==> src/rtl/jt51_wr_sched_if.sv <==
// ---------------------------------------------------------------------------
// jt51_wr_sched_if
//   Bundles every non-clock/reset signal of the JT51 write scheduler.
//   master : the surroundings of the scheduler (host CPU port, playback engine,
//            flush control and the busy flag coming back from the register
//            interface).
//   slave  : the scheduler itself.
//   Signals:
//     cen                 synth clock enable (informational)
//     flush               drop all queued, not yet popped entries
//     h_valid/h_ready     host request handshake, h_addr/h_data payload
//     p_valid/p_ready     player request handshake, p_addr/p_data payload
//     mmr_write/a0/din    registered strobe, phase select and bus value
//     mmr_busy            busy flag from the register interface
//     level               FIFO occupancy (0 .. 2^AW)
//     idle                FIFO empty and sequencer idle
// ---------------------------------------------------------------------------
interface jt51_wr_sched_if #(
  parameter int AW = 4
);
  logic          cen;
  logic          flush;
  logic          h_valid;
  logic          h_ready;
  logic [7:0]    h_addr;
  logic [7:0]    h_data;
  logic          p_valid;
  logic          p_ready;
  logic [7:0]    p_addr;
  logic [7:0]    p_data;
  logic          mmr_write;
  logic          mmr_a0;
  logic [7:0]    mmr_din;
  logic          mmr_busy;
  logic [AW:0]   level;
  logic          idle;

  modport master (
    output cen, flush,
    output h_valid, h_addr, h_data,
    output p_valid, p_addr, p_data,
    output mmr_busy,
    input  h_ready, p_ready,
    input  mmr_write, mmr_a0, mmr_din,
    input  level, idle
  );

  modport slave (
    input  cen, flush,
    input  h_valid, h_addr, h_data,
    input  p_valid, p_addr, p_data,
    input  mmr_busy,
    output h_ready, p_ready,
    output mmr_write, mmr_a0, mmr_din,
    output level, idle
  );
endinterface

==> src/rtl/jt51_wr_sched.sv <==
// ---------------------------------------------------------------------------
// jt51_wr_sched
//   Write scheduler in front of the JT51 register interface. Register writes
//   from the host CPU port and the playback engine are arbitrated round-robin
//   into a 2^AW x 16 FIFO ({addr, data}). Each entry is replayed as an
//   address write, a one-clock gap, a data write, a one-clock hold, then a
//   wait for the busy flag to drop. The address phase is skipped when the
//   target register is already selected on the chip.
//   Ports:
//     clk  system clock (same as the register interface)
//     rst  asynchronous active-high reset
//     bus  jt51_wr_sched_if.slave (handshakes, register bus, status)
// ---------------------------------------------------------------------------
module jt51_wr_sched #(
  parameter int AW = 4
) (
  input  logic               clk,
  input  logic               rst,
  jt51_wr_sched_if.slave     bus
);
  localparam int DEPTH = 1 << AW;
  localparam logic [AW:0] FULL_LVL = {1'b1, {AW{1'b0}}};

  typedef enum logic [2:0] {
    S_IDLE,
    S_ADDR,
    S_GAP,
    S_DATA,
    S_HOLD,
    S_WAIT
  } state_t;

  state_t        state_q, state_d;
  logic [15:0]   mem [DEPTH];
  logic [AW-1:0] wr_ptr_q, rd_ptr_q;
  logic [AW:0]   level_q, level_d;
  logic          rr_host_q;          // 1: host wins the next contested cycle
  logic [7:0]    a_q, d_q;           // entry being replayed
  logic [7:0]    cache_q;            // register currently selected on the chip
  logic          cache_vld_q;
  logic          write_q, a0_q;
  logic [7:0]    din_q;
  logic          write_d, a0_d;
  logic [7:0]    din_d;

  logic          full, empty;
  logic          h_grant, p_grant, push, pop;
  logic [15:0]   head, push_word;
  logic [7:0]    cur_a, cur_d;
  logic          unused_cen;

  assign unused_cen = bus.cen;

  // ---------------- arbitration ----------------
  assign full  = (level_q == FULL_LVL);
  assign empty = (level_q == '0);

  // The grant goes to whoever was not served last; a lone requester is
  // served whenever there is room. Flush blocks pushes for its clock.
  assign h_grant = !full && !bus.flush && bus.h_valid && (!bus.p_valid ||  rr_host_q);
  assign p_grant = !full && !bus.flush && bus.p_valid && (!bus.h_valid || !rr_host_q);
  assign push      = h_grant || p_grant;
  assign push_word = h_grant ? {bus.h_addr, bus.h_data} : {bus.p_addr, bus.p_data};

  assign bus.h_ready = h_grant;
  assign bus.p_ready = p_grant;

  // Asynchronous head read: IDLE must know the address in the same clock it
  // pops so it can decide between the ADDR and DATA paths.
  assign head = mem[rd_ptr_q];

  always_ff @(posedge clk) begin
    if (push) begin
      mem[wr_ptr_q] <= push_word;
    end
  end

  // ---------------- sequencer ----------------
  always_comb begin
    state_d = state_q;
    pop     = 1'b0;
    cur_a   = a_q;
    cur_d   = d_q;
    case (state_q)
      S_IDLE: begin
        // A flush in the same clock wins over the pop.
        if (!empty && !bus.flush) begin
          pop     = 1'b1;
          cur_a   = head[15:8];
          cur_d   = head[7:0];
          state_d = (cache_vld_q && cache_q == head[15:8]) ? S_DATA : S_ADDR;
        end
      end
      S_ADDR:  state_d = S_GAP;
      S_GAP:   state_d = S_DATA;
      S_DATA:  state_d = S_HOLD;
      S_HOLD:  state_d = S_WAIT;
      S_WAIT:  if (!bus.mmr_busy) state_d = S_IDLE;
      default: state_d = S_IDLE;
    endcase

    // Outputs are registered: they are computed from the state being entered
    // so the strobe lines up exactly with the ADDR/DATA clocks.
    write_d = (state_d == S_ADDR) || (state_d == S_DATA);
    a0_d    = a0_q;
    din_d   = din_q;
    if (state_d == S_ADDR) begin
      a0_d  = 1'b0;
      din_d = cur_a;
    end else if (state_d == S_DATA) begin
      a0_d  = 1'b1;
      din_d = cur_d;
    end
  end

  always_comb begin
    if (bus.flush) begin
      level_d = '0;
    end else begin
      level_d = level_q + {{AW{1'b0}}, push} - {{AW{1'b0}}, pop};
    end
  end

  always_ff @(posedge clk or posedge rst) begin
    if (rst) begin
      state_q     <= S_IDLE;
      wr_ptr_q    <= '0;
      rd_ptr_q    <= '0;
      level_q     <= '0;
      rr_host_q   <= 1'b1;
      a_q         <= '0;
      d_q         <= '0;
      cache_q     <= '0;
      cache_vld_q <= 1'b0;
      write_q     <= 1'b0;
      a0_q        <= 1'b0;
      din_q       <= '0;
    end else begin
      state_q <= state_d;
      level_q <= level_d;
      write_q <= write_d;
      a0_q    <= a0_d;
      din_q   <= din_d;

      if (push) begin
        wr_ptr_q <= wr_ptr_q + AW'(1);
      end

      if (bus.flush) begin
        rd_ptr_q <= wr_ptr_q;
      end else if (pop) begin
        rd_ptr_q <= rd_ptr_q + AW'(1);
      end

      if (h_grant) begin
        rr_host_q <= 1'b0;
      end else if (p_grant) begin
        rr_host_q <= 1'b1;
      end

      if (pop) begin
        a_q <= cur_a;
        d_q <= cur_d;
      end

      // The chip's address latch is loaded by the ADDR write.
      if (state_q == S_ADDR) begin
        cache_q     <= a_q;
        cache_vld_q <= 1'b1;
      end
    end
  end

  assign bus.mmr_write = write_q;
  assign bus.mmr_a0    = a0_q;
  assign bus.mmr_din   = din_q;
  assign bus.level     = level_q;
  assign bus.idle      = empty && (state_q == S_IDLE);

endmodule

==> src/flat_wrapper.sv <==
// flat-port wrapper written by rule: the top's interface ports become plain ports
module jt51_wr_sched_flat 
#(
  parameter int AW = 4
)
  (clk, rst, bus_cen, bus_flush, bus_h_valid, bus_h_addr, bus_h_data, bus_p_valid, bus_p_addr, bus_p_data, bus_mmr_busy, bus_h_ready, bus_p_ready, bus_mmr_write, bus_mmr_a0, bus_mmr_din, bus_level, bus_idle);
  jt51_wr_sched_if #(.AW(AW)) bus_i ();
  input  logic clk;
  input  logic rst;
  input wire logic [$bits(bus_i.cen)-1:0] bus_cen;
  input wire logic [$bits(bus_i.flush)-1:0] bus_flush;
  input wire logic [$bits(bus_i.h_valid)-1:0] bus_h_valid;
  input wire logic [$bits(bus_i.h_addr)-1:0] bus_h_addr;
  input wire logic [$bits(bus_i.h_data)-1:0] bus_h_data;
  input wire logic [$bits(bus_i.p_valid)-1:0] bus_p_valid;
  input wire logic [$bits(bus_i.p_addr)-1:0] bus_p_addr;
  input wire logic [$bits(bus_i.p_data)-1:0] bus_p_data;
  input wire logic [$bits(bus_i.mmr_busy)-1:0] bus_mmr_busy;
  output wire logic [$bits(bus_i.h_ready)-1:0] bus_h_ready;
  output wire logic [$bits(bus_i.p_ready)-1:0] bus_p_ready;
  output wire logic [$bits(bus_i.mmr_write)-1:0] bus_mmr_write;
  output wire logic [$bits(bus_i.mmr_a0)-1:0] bus_mmr_a0;
  output wire logic [$bits(bus_i.mmr_din)-1:0] bus_mmr_din;
  output wire logic [$bits(bus_i.level)-1:0] bus_level;
  output wire logic [$bits(bus_i.idle)-1:0] bus_idle;
  assign bus_i.cen = bus_cen;
  assign bus_i.flush = bus_flush;
  assign bus_i.h_valid = bus_h_valid;
  assign bus_i.h_addr = bus_h_addr;
  assign bus_i.h_data = bus_h_data;
  assign bus_i.p_valid = bus_p_valid;
  assign bus_i.p_addr = bus_p_addr;
  assign bus_i.p_data = bus_p_data;
  assign bus_i.mmr_busy = bus_mmr_busy;
  assign bus_h_ready = bus_i.h_ready;
  assign bus_p_ready = bus_i.p_ready;
  assign bus_mmr_write = bus_i.mmr_write;
  assign bus_mmr_a0 = bus_i.mmr_a0;
  assign bus_mmr_din = bus_i.mmr_din;
  assign bus_level = bus_i.level;
  assign bus_idle = bus_i.idle;
  jt51_wr_sched #(.AW(AW)) u_core (.clk(clk), .rst(rst), .bus(bus_i));
endmodule
==> config.mk <==
export PLATFORM = sky130hd
export DESIGN_NAME = jt51_wr_sched_flat
export DESIGN_NICKNAME = d
export VERILOG_FILES = /design/src/rtl/jt51_wr_sched_if.sv /design/src/rtl/jt51_wr_sched.sv /design/src/flat_wrapper.sv
export SDC_FILE = /design/constraint.sdc
export NUM_CORES = 1
export LEC_CHECK = 0
export CAP_MARGIN = 30
export CORE_ASPECT_RATIO = 1.2
export CORE_MARGIN = 2
export CORE_UTILIZATION = 54
export CTS_CLUSTER_DIAMETER = 50
export CTS_CLUSTER_SIZE = 25
export DETAILED_ROUTE_END_ITERATION = 8
export PLACE_DENSITY_LB_ADDON = 0.1
export SLEW_MARGIN = 20
export SYNTH_ARGS = -nofsm -noshare
export SYNTH_HDL_FRONTEND = slang
export SYNTH_SLANG_ARGS = --single-unit
==> constraint.sdc <==
create_clock -name clk -period 3.25 [get_ports clk]
set_clock_uncertainty 0.1 [all_clocks]
set_input_delay 0.325 -clock clk [delete_from_list [all_inputs] [get_ports clk]]
set_output_delay 0.325 -clock clk [all_outputs]
set_load 0.01 [all_outputs]
# Yosys cells after proc, flatten, opt, wreduce, memory -nomap -nowiden
# Memory sizes are Yosys's and may differ from the RTL's.
# Cells that the tools add are included.
# W data, S select, Z words.
# totals
input_bits	39
n_memories	1
ff_bits	52
elab_cells	71
ramBits	256
output_inout_bits	18
# classes
muxes	22
eq_ne	9
reduce_logical	23
addsub	4
# mem_list
name	depth	width	rd	rd_ports_with_merged_regs	write_ports	line_no	text
u_core.mem	16	16	1	0	1	jt51_wr_sched.sv:34	logic [15:0] mem [DEPTH];
# op_table
op	count
$mux W8	6
$pmux W3 S6	1
$mux W16	1
$eq A3 B2 Y1 const B	3
$add A4 B1 Y4 const B	2
$eq A8 B8 Y1	1
$logic_and A1 B1 Y1	8
$mux W1	8
$mux W4	2
$eq A3 B1 Y1 const B	2
$eq A3 B3 Y1 const B	2
$logic_not A1 Y1	6
$mux W3	2
$reduce_bool A2 Y1	3
$add A5 B1 Y5	1
$eq A5 B5 Y1 const B	1
$logic_not A5 Y1	1
$mux W5	1
$sub A5 B1 Y5	1
$logic_or A1 B1 Y1	4
$logic_not A3 Y1	1
$mux W2	1

# Depth between registers and ports, before layout
# Gate-level depths: netlist of the first run.
# depth
word_depth	9
depth_mapped	14
mapped_depth_nobuf	13

# Worst setup path before layout of the first run
# No wires, ideal clock.
# synth_timing
path_kind	register -> register
startpoint	register u_core.rd_ptr_q[0]
endpoint	register u_core.din_q[1], in the netlist u_core.bus.mmr_din[1]
path_buffers	5
setup_ns	0.124
t_arrival_ns	3.138
path_slack_ns	-0.112
synth_period_minus_slack_ns	3.362
path_stages_with_launch	12
required_time_ns	3.026
cell_sequence	dfrtp_1 > buf_6 > buf_6 > buf_2 > buf_2 > buf_1 > mux4_2 > mux2i_1 > nor2_1 > a211oi_1 > a21oi_1 > a211o_1
# synth_between
elab_chain_cells	8
elab_cells_between_ends	15
cone_classes	eq/ne (3); mux (9); reduce/logical (2); memory (1)
# synth_lines
element	line_no	text
start: declaration	jt51_wr_sched.sv:35	logic [AW-1:0] wr_ptr_q, rd_ptr_q;
start signal: assignment	jt51_wr_sched.sv:150	rd_ptr_q <= wr_ptr_q;
start signal: assignment	jt51_wr_sched.sv:152	rd_ptr_q <= rd_ptr_q + AW'(1);
$mem_v2 Z16 W16 (*)	n/a	
$eq A8 B8 Y1	jt51_wr_sched.sv:91	state_d = (cache_vld_q && cache_q == head[15:8]) ? S_DATA : S_ADDR;
$logic_and A1 B1 Y1	jt51_wr_sched.sv:91	
$mux W2	jt51_wr_sched.sv:91	
$mux W3	jt51_wr_sched.sv:87	if (!empty && !bus.flush) begin
$pmux W3 S6	jt51_wr_sched.sv:84	case (state_q)
$eq A3 B1 Y1 / $eq A3 B2 Y1 (equally long branches)	jt51_wr_sched.sv:107, jt51_wr_sched.sv:110	
$mux W8 / $reduce_bool A2 Y1 (equally long branches)	n/a	
end signal: assignment	jt51_wr_sched.sv:143	din_q <= din_d;
end: declaration	jt51_wr_sched.sv:42	logic [7:0] din_q;
# Mark *: on every way between the ends. The rest lies on a longest branch, timed or not. The select of a mux whose other input is x is not followed.
# A chain may end at the register's enable or synchronous reset.

# Worst setup path after layout of the first run
# layout_timing
startpoint	register u_core.rd_ptr_q[0]
endpoint	register u_core.din_q[5], in the netlist u_core.bus.mmr_din[5]
# Same word-level chain as after synthesis.

==> impl_metrics.py, run 1 <==
metrics = {
    "outcome": {
        "status": "finished with violations",
        "violations": "setup timing",
    },
    "power": {
        "cellLeakagePower_nw": 5.51,
        "power.total_mw": 13.5,
        "p_per_area_nw_per_um2": 879,
        "ir_drop_mv": 0.501,
    },
    "timing": {
        "fin_crit_sh_pct": 102,
        "slew_viol_final": 0,
        "setup_tns_ns": -0.257,
        "hold_violations": 0,
        "rsz0062_at_grt": "yes",
        "finalSetupViolCount": 4,
        "finalWorstSetupSlack_ns": -0.0706,
        "holdWs_ns": 0.319,
        "slew-limit-headroom_pct": 65.0,
        "worst_pin_slew_ns": 0.510,
        "max_freq_mhz": 301,
        "period_minus_slack_ns": 3.32,
    },
    "synth": {
        "yosysWarnings": 0,
        "synth-async-reset-ratio_pct": 16.9,
        "netlist_area_um2": 12800,
        "ys.flop_type": "edfxtp_1",
        "synth-edff-count": 256,
        "syn_inst": 733,
        "yosysSeqAreaShare_pct": 70.2,
        "syn-mean-instance-area_um2": 17.5,
        "ys_ff_latch": 308,
        "synth_nets": 784,
        "synthDistinctLibCells": 55,
    },
    "layout": {
        "final_cell_mix": "edfxtp_1, clkdlybuf4s50_1, mux4_2",
        "area_growth_pct": 19.9,
        "drive_gt1_share_pct": 25.0,
        "nets": 899,
        "final_common_cell": "edfxtp_1",
        "fillers": 1611,
        "diodes": 0,
    },
    "drt": {
        "drc_errors": 0,
        "finalWirelength_mm": 28.9,
        "dr.pass1.iters": 8,
        "first_iter_violations": 573,
        "num_vias": 6960,
        "wl_per_cell_um": 24.4,
        "viasPerCell": 5.88,
        "ant_nets": 0,
    },
    "cts": {
        "cts.clk_slew.worst_paths_ns": 0.08,
        "cts_tree": "yes",
        "cts-root-buf": "clkbuf_16",
        "clock_path_buffers": 3,
        "cts_buffers": 27,
        "htree_levels": 1,
        "clk_latency_ns": 0.55,
        "cts_sinks": 308,
    },
    "hold_path": {
        "holdPathEnd": "u_core.rr_host_q$_DFFE_PP1P_",
        "holdPathStages": 3,
        "hp-start": "bus_p_valid",
        "min_path_type": "in -> reg",
    },
    "floorplan": {
        "die_w_um": 145,
        "core_area_um2": 23200,
        "die_h_um": 173,
        "io_pins": 57,
        "rows": 61,
        "start_util_pct": 55.2,
        "dieArea_um2": 25000,
    },
    "grt": {
        "grt_pass1_wl_mm": 43.9,
        "antenna_found_initial": 0,
        "grt_usage_pct": 24.1,
        "grt_overflow": 0,
        "grt_pass1_vias": 7503,
        "grt_max_degree": 24,
    },
    "setup_path": {
        "rr_worst_depth": 9,
        "r2r_end": "u_core.bus.mmr_din[5]$_DFFE_PP0P_",
        "rrSetupSlack_ns": -0.07,
        "crit_type": "reg -> reg",
        "critPathArrivalTime_ns": 3.64,
        "cp_data_required_time_ns": 3.57,
        "worst_r2r_startpoint": "u_core.rd_ptr_q[0]$_DFFE_PP0P_",
        "worstSetupEndpointType": "flop",
        "crit_fanout": 6,
        "cp-start-kind": "flop",
    },
    "placed_design": {
        "place_ws_ns": -0.108,
        "hpwl_mm": 18.0,
        "gp_congestion": 0.842,
        "io_buffers": 55,
    },
    "run": {
        "drv_cap": 0,
    },
}
## metrics by stage
step | cell area, µm² | instances | utilization, %
3_3_place_gp | 14300 | 1132 | 61.6
4_1_cts | 15300 | 1183 | 65.9
2_1_floorplan | 12800 | 733 | -
6_report | 15300 | 1183 | 66.1
3_5_place_dp | 14300 | 1132 | 61.6
5_1_grt | 15300 | 1183 | 66.1
## layout make-up
class	instances	area, µm²	share of cell area (%)
repair buffers	119	1270	8.28
multi-input cells	368	3620	23.6
well taps	315	394	2.57
inverters	24	90.1	0.587
clock buffers	27	676	4.40
clock inverters	22	295	1.92
flip-flops and latches	308	8990	58.6
## synthesized netlist by cell type (all sizes together), types with 2 or more instances
master	count	share of area [%]
and3	2	0.098
o221ai	3	0.21
and2	18	0.90
edfxtp	256	60
mux2	35	3.1
o21ai	15	0.59
mux2i	48	3.8
a211o	5	0.34
clkbuf	19	0.56
nor2b	8	0.39
nand2	34	1.0
a22oi	6	0.35
nand3	5	0.20
mux4	54	9.6
o311ai	2	0.14
ha	11	1.1
inv	22	0.65
buf	14	0.65
xnor2	12	0.82
a21oi	16	0.63
or3	5	0.24
nor4	2	0.098
a211oi	10	0.59
nand2b	6	0.29
dfrtp	51	10
nor3	5	0.20
xor2	4	0.27
a21o	6	0.35
clkinv	2	0.059
o2111ai	2	0.14
nor3b	2	0.12
nor2	35	1.0
## kinds of logic (layout without fill, tap and decap cells)
family          Yosys count  in the layout  synth area share, %
mux                     137            137                 16.5
buf+inv                  57            192                 1.91
flops                   308            308                 70.2
simple gates            127            127                 4.85
xor+xnor                 16             16                 1.09
fa+ha+maj                12             12                 1.23
compound gates           76             76                 4.19
## registers in the layout, summed over array words and instances, names as in the netlist, 3 cells and up
| register | count |
|---|---|
| u_core.bus.level | 5 |
| u_core.wr_ptr_q | 4 |
| u_core.d_q | 8 |
| u_core.a_q | 8 |
| u_core.rd_ptr_q | 4 |
| u_core.state_q | 3 |
| u_core.mem | 256 |
| u_core.cache_q | 8 |
| u_core.bus.mmr_din | 8 |
## worst max-delay path by stage
stage                     cells after the start                           start                           endpoint  slack (ns)
final                                         9  u_core.rd_ptr_q[0]$_DFFE_PP0P_  u_core.bus.mmr_din[5]$_DFFE_PP0P_       -0.07
after global routing                          9  u_core.rd_ptr_q[0]$_DFFE_PP0P_  u_core.bus.mmr_din[4]$_DFFE_PP0P_       -0.16
after CTS                                     9  u_core.rd_ptr_q[0]$_DFFE_PP0P_  u_core.bus.mmr_din[5]$_DFFE_PP0P_       -0.09
after detailed placement                     10  u_core.rd_ptr_q[0]$_DFFE_PP0P_  u_core.bus.mmr_din[5]$_DFFE_PP0P_       -0.11
after global placement                        9  u_core.rd_ptr_q[0]$_DFFE_PP0P_  u_core.bus.mmr_din[1]$_DFFE_PP0P_       -0.04
after floorplan                              10  u_core.rd_ptr_q[0]$_DFFE_PP0P_  u_core.bus.mmr_din[1]$_DFFE_PP0P_       -0.02
## per-layer routing
| metal | GRT usage, % | up-vias | part of all wire (%) |
|---|---|---|---|
| li1 | - | 3097 | - |
| met1 | 31.2 | 3578 | 39 |
| met2 | 42.0 | 233 | 52 |
| met3 | 3.88 | 52 | 5.9 |
| met4 | 7.00 | 0 | 2.6 |
| met5 | 0 | - | 0 |
## where the power goes
| part | switching (mW) | internal [mW] |
|---|---|---|
| clock network | 1.66 | 1.75 |
| logic | 2.49 | 2.32 |
| registers | 0.361 | 4.91 |
## repair_timing
item,in CTS,in global routing
endpoints found under the hold margin,13,0
gates resized for setup,2,11
hold buffers,1,0
endpoints found under the setup margin,8,11
buffers inserted,1,0
pin swaps,1,4
## worst max-delay path: stages, from the launching register on
cell and delay [ns]:
dfrtp_4 0.51, buf_12 0.15, mux4_2 0.40, mux4_2 0.55, xor2_2 0.21, a2111oi_4 0.24, o2111ai_2 0.17, or3_1 0.39
and2_4 0.18, a211o_1 0.29
(Power assumes the default switching activity.)
==> inputs of run 2 (changes only) <==
--- a/config.mk
+++ b/config.mk
@@ -6,9 +6,9 @@
 export NUM_CORES = 1
 export LEC_CHECK = 0
 export CAP_MARGIN = 30
-export CORE_ASPECT_RATIO = 1.2
+export CORE_ASPECT_RATIO = 1.1
 export CORE_MARGIN = 2
-export CORE_UTILIZATION = 54
+export CORE_UTILIZATION = 65
 export CTS_CLUSTER_DIAMETER = 50
 export CTS_CLUSTER_SIZE = 25
 export DETAILED_ROUTE_END_ITERATION = 8
==> constraint.sdc (replaced) <==
create_clock -name clk -period 4.17 [get_ports clk]
set_clock_uncertainty 0.1 [all_clocks]
set_input_delay 0.417 -clock clk [delete_from_list [all_inputs] [get_ports clk]]
set_output_delay 0.417 -clock clk [all_outputs]
set_load 0.01 [all_outputs]
==> impl_metrics.py, run 2 (same netlist as run 1, synthesis figures left out) <==
metrics = {
    "outcome": {
        "status": "completed",
    },
    "layout": {
        "diodes": 0,
        "nets": 866,
        "largest_reg_flops": 256,
        "drive_gt1_share_pct": 20.4,
        "postLayoutCoreUtil_pct": 76.6,
        "final_cell_mix": "edfxtp_1, clkdlybuf4s50_1, mux4_2, dfrtp_1, mux2i_1",
        "area_growth_pct": 15.2,
        "largest-register": "u_core.mem",
        "final_common_cell": "edfxtp_1",
    },
    "timing": {
        "worst_pin_slew_ns": 0.808,
        "max_freq_mhz": 274,
        "period_minus_slack_ns": 3.65,
        "rsz0062_at_grt": "no",
        "slew-limit-headroom_pct": 45.6,
        "finalSetupViolCount": 0,
        "holdWs_ns": 0.107,
        "hold_violations": 0,
        "fin_crit_sh_pct": 87.4,
        "slew_viol_final": 0,
        "setup_tns_ns": 0,
    },
    "floorplan": {
        "dieArea_um2": 20800,
        "die_h_um": 151,
        "core_area_um2": 19200,
        "rows": 53,
        "die_w_um": 138,
        "io_pins": 57,
        "start_util_pct": 66.6,
    },
    "cts": {
        "cts_buffers": 24,
        "postCtsSetupRepairBufs": 0,
        "clk_latency_ns": 0.54,
        "clock_path_buffers": 3,
        "htree_levels": 1,
        "cts_tree": "yes",
        "cts-root-buf": "clkbuf_16",
        "cts-resized-gates": 0,
        "cts.clk_slew.worst_paths_ns": 0.08,
        "cts_hold_buf": 0,
        "cts_sinks": 308,
    },
    "setup_path": {
        "cp-start-kind": "flop",
        "crit_type": "reg -> reg",
        "slowest_delay_ns": 0.66,
        "worstPathCellList": "buf_12 -> mux4_2 -> o21ai_0 -> mux2i_1 -> o2111ai_1 -> or3_1 -> and2_4 -> a211o_1",
        "crit_path_start": "u_core.rd_ptr_q[0]$_DFFE_PP0P_",
        "cpMaxStageDelayCell": "dfrtp_4",
        "path_delay_family": "compound AO/OA/AOI/OAI gates",
        "path_buf_inv": 1,
        "worst_r2r_startpoint": "u_core.rd_ptr_q[0]$_DFFE_PP0P_",
        "critPathArrivalTime_ns": 3.96,
        "crit_fanout": 65,
        "cp_data_required_time_ns": 4.48,
        "worstSetupEndpointType": "flop",
    },
    "drt": {
        "drc_errors": 0,
        "viasPerCell": 6.51,
        "first_iter_violations": 696,
        "finalWirelength_mm": 28.8,
        "dr.pass1.iters": 5,
        "wl_per_cell_um": 26.6,
        "num_vias": 7034,
        "ant_nets": 0,
    },
    "power": {
        "switching_share_pct": 34.3,
        "p_sw_mw": 3.42,
        "ir_drop_mv": 0.512,
        "p_clk_share_pct": 24.4,
        "power_frac_comb_pct": 34.0,
        "seqPwrFrac_pct": 41.6,
        "cellLeakagePower_nw": 5.27,
        "p_per_area_nw_per_um2": 677,
        "internal-power_mw": 6.56,
    },
    "grt": {
        "grt_overflow": 0,
        "grt_usage_pct": 29.1,
        "antenna_found_initial": 0,
        "grt_pass1_wl_mm": 43.4,
        "grt_pass1_vias": 7289,
        "grt_max_degree": 66,
    },
    "placed_design": {
        "hpwl_mm": 17.9,
        "io_buffers": 55,
        "gp_congestion": 0.842,
    },
    "hold_path": {
        "min_path_type": "in -> async",
    },
    "run": {
        "drv_cap": 0,
    },
}
run 2: cell type report:
cell class              count  area (µm²)
clock buffers              24         601
repair buffers             89         893
well taps                 247         309
flip-flops and latches    308        8990
fillers                  1073        4490
inverters                  24        90.1
clock inverters            20         287
multi-input cells         368        3560
run 2: worst register-to-register path, stage by stage (launching register included):
cell and delay, ns:
dfrtp_4 0.66, buf_12 0.46, mux4_2 0.61, o21ai_0 0.40
mux2i_1 0.23, o2111ai_1 0.15, or3_1 0.43, and2_4 0.19
a211o_1 0.29
run 2: power groups by stage:
| stage | registers, mW | logic, mW | clock network (mW) |
|---|---|---|---|
| 4_1_cts | 4.14 | 3.40 | 2.46 |
| 6_report | 4.15 | 3.39 | 2.43 |
| 5_1_grt | 4.19 | 3.67 | 2.56 |
| 3_3_place_gp | 4.17 | 3.23 | 0 |
| 3_5_place_dp | 4.20 | 3.35 | 0 |
| 2_1_floorplan | 4.07 | 2.40 | 0 |
run 2: path summary, 6_finish.rpt:
path,end,slack [ns],cells after the start
max,u_core.bus.mmr_din[4]$_DFFE_PP0P_,0.52,8
min,u_core.wr_ptr_q[0]$_DFFE_PP0P_,0.11,2
max reg2reg,u_core.bus.mmr_din[4]$_DFFE_PP0P_,0.52,8
min reg2reg,u_core.a_q[0]$_DFFE_PP0P_,0.38,1
max in group asynchronous,u_core.rr_host_q$_DFFE_PP1P_,2.98,3
min in group clk,u_core.a_q[0]$_DFFE_PP0P_,0.38,1
run 2: metrics by stage:
stage,std cells,power (mW),setup WS (ns),area (µm²)
after floorplan,733,6.48,0.808,12800
after global placement,1036,7.41,0.577,13900
after detailed placement,1036,7.55,0.523,13900
after CTS,1080,10.0,0.514,14700
after global routing,1080,10.4,0.364,14700
final,1080,9.97,0.525,14700
run 2: metal layers:
layer,GRT usage [%],up-vias,wire length (µm)
met4,10.4,0,933
met3,4.42,65,2020
met5,0,-,0
met2,48.4,328,14700
li1,-,3033,-
met1,39.9,3608,11100
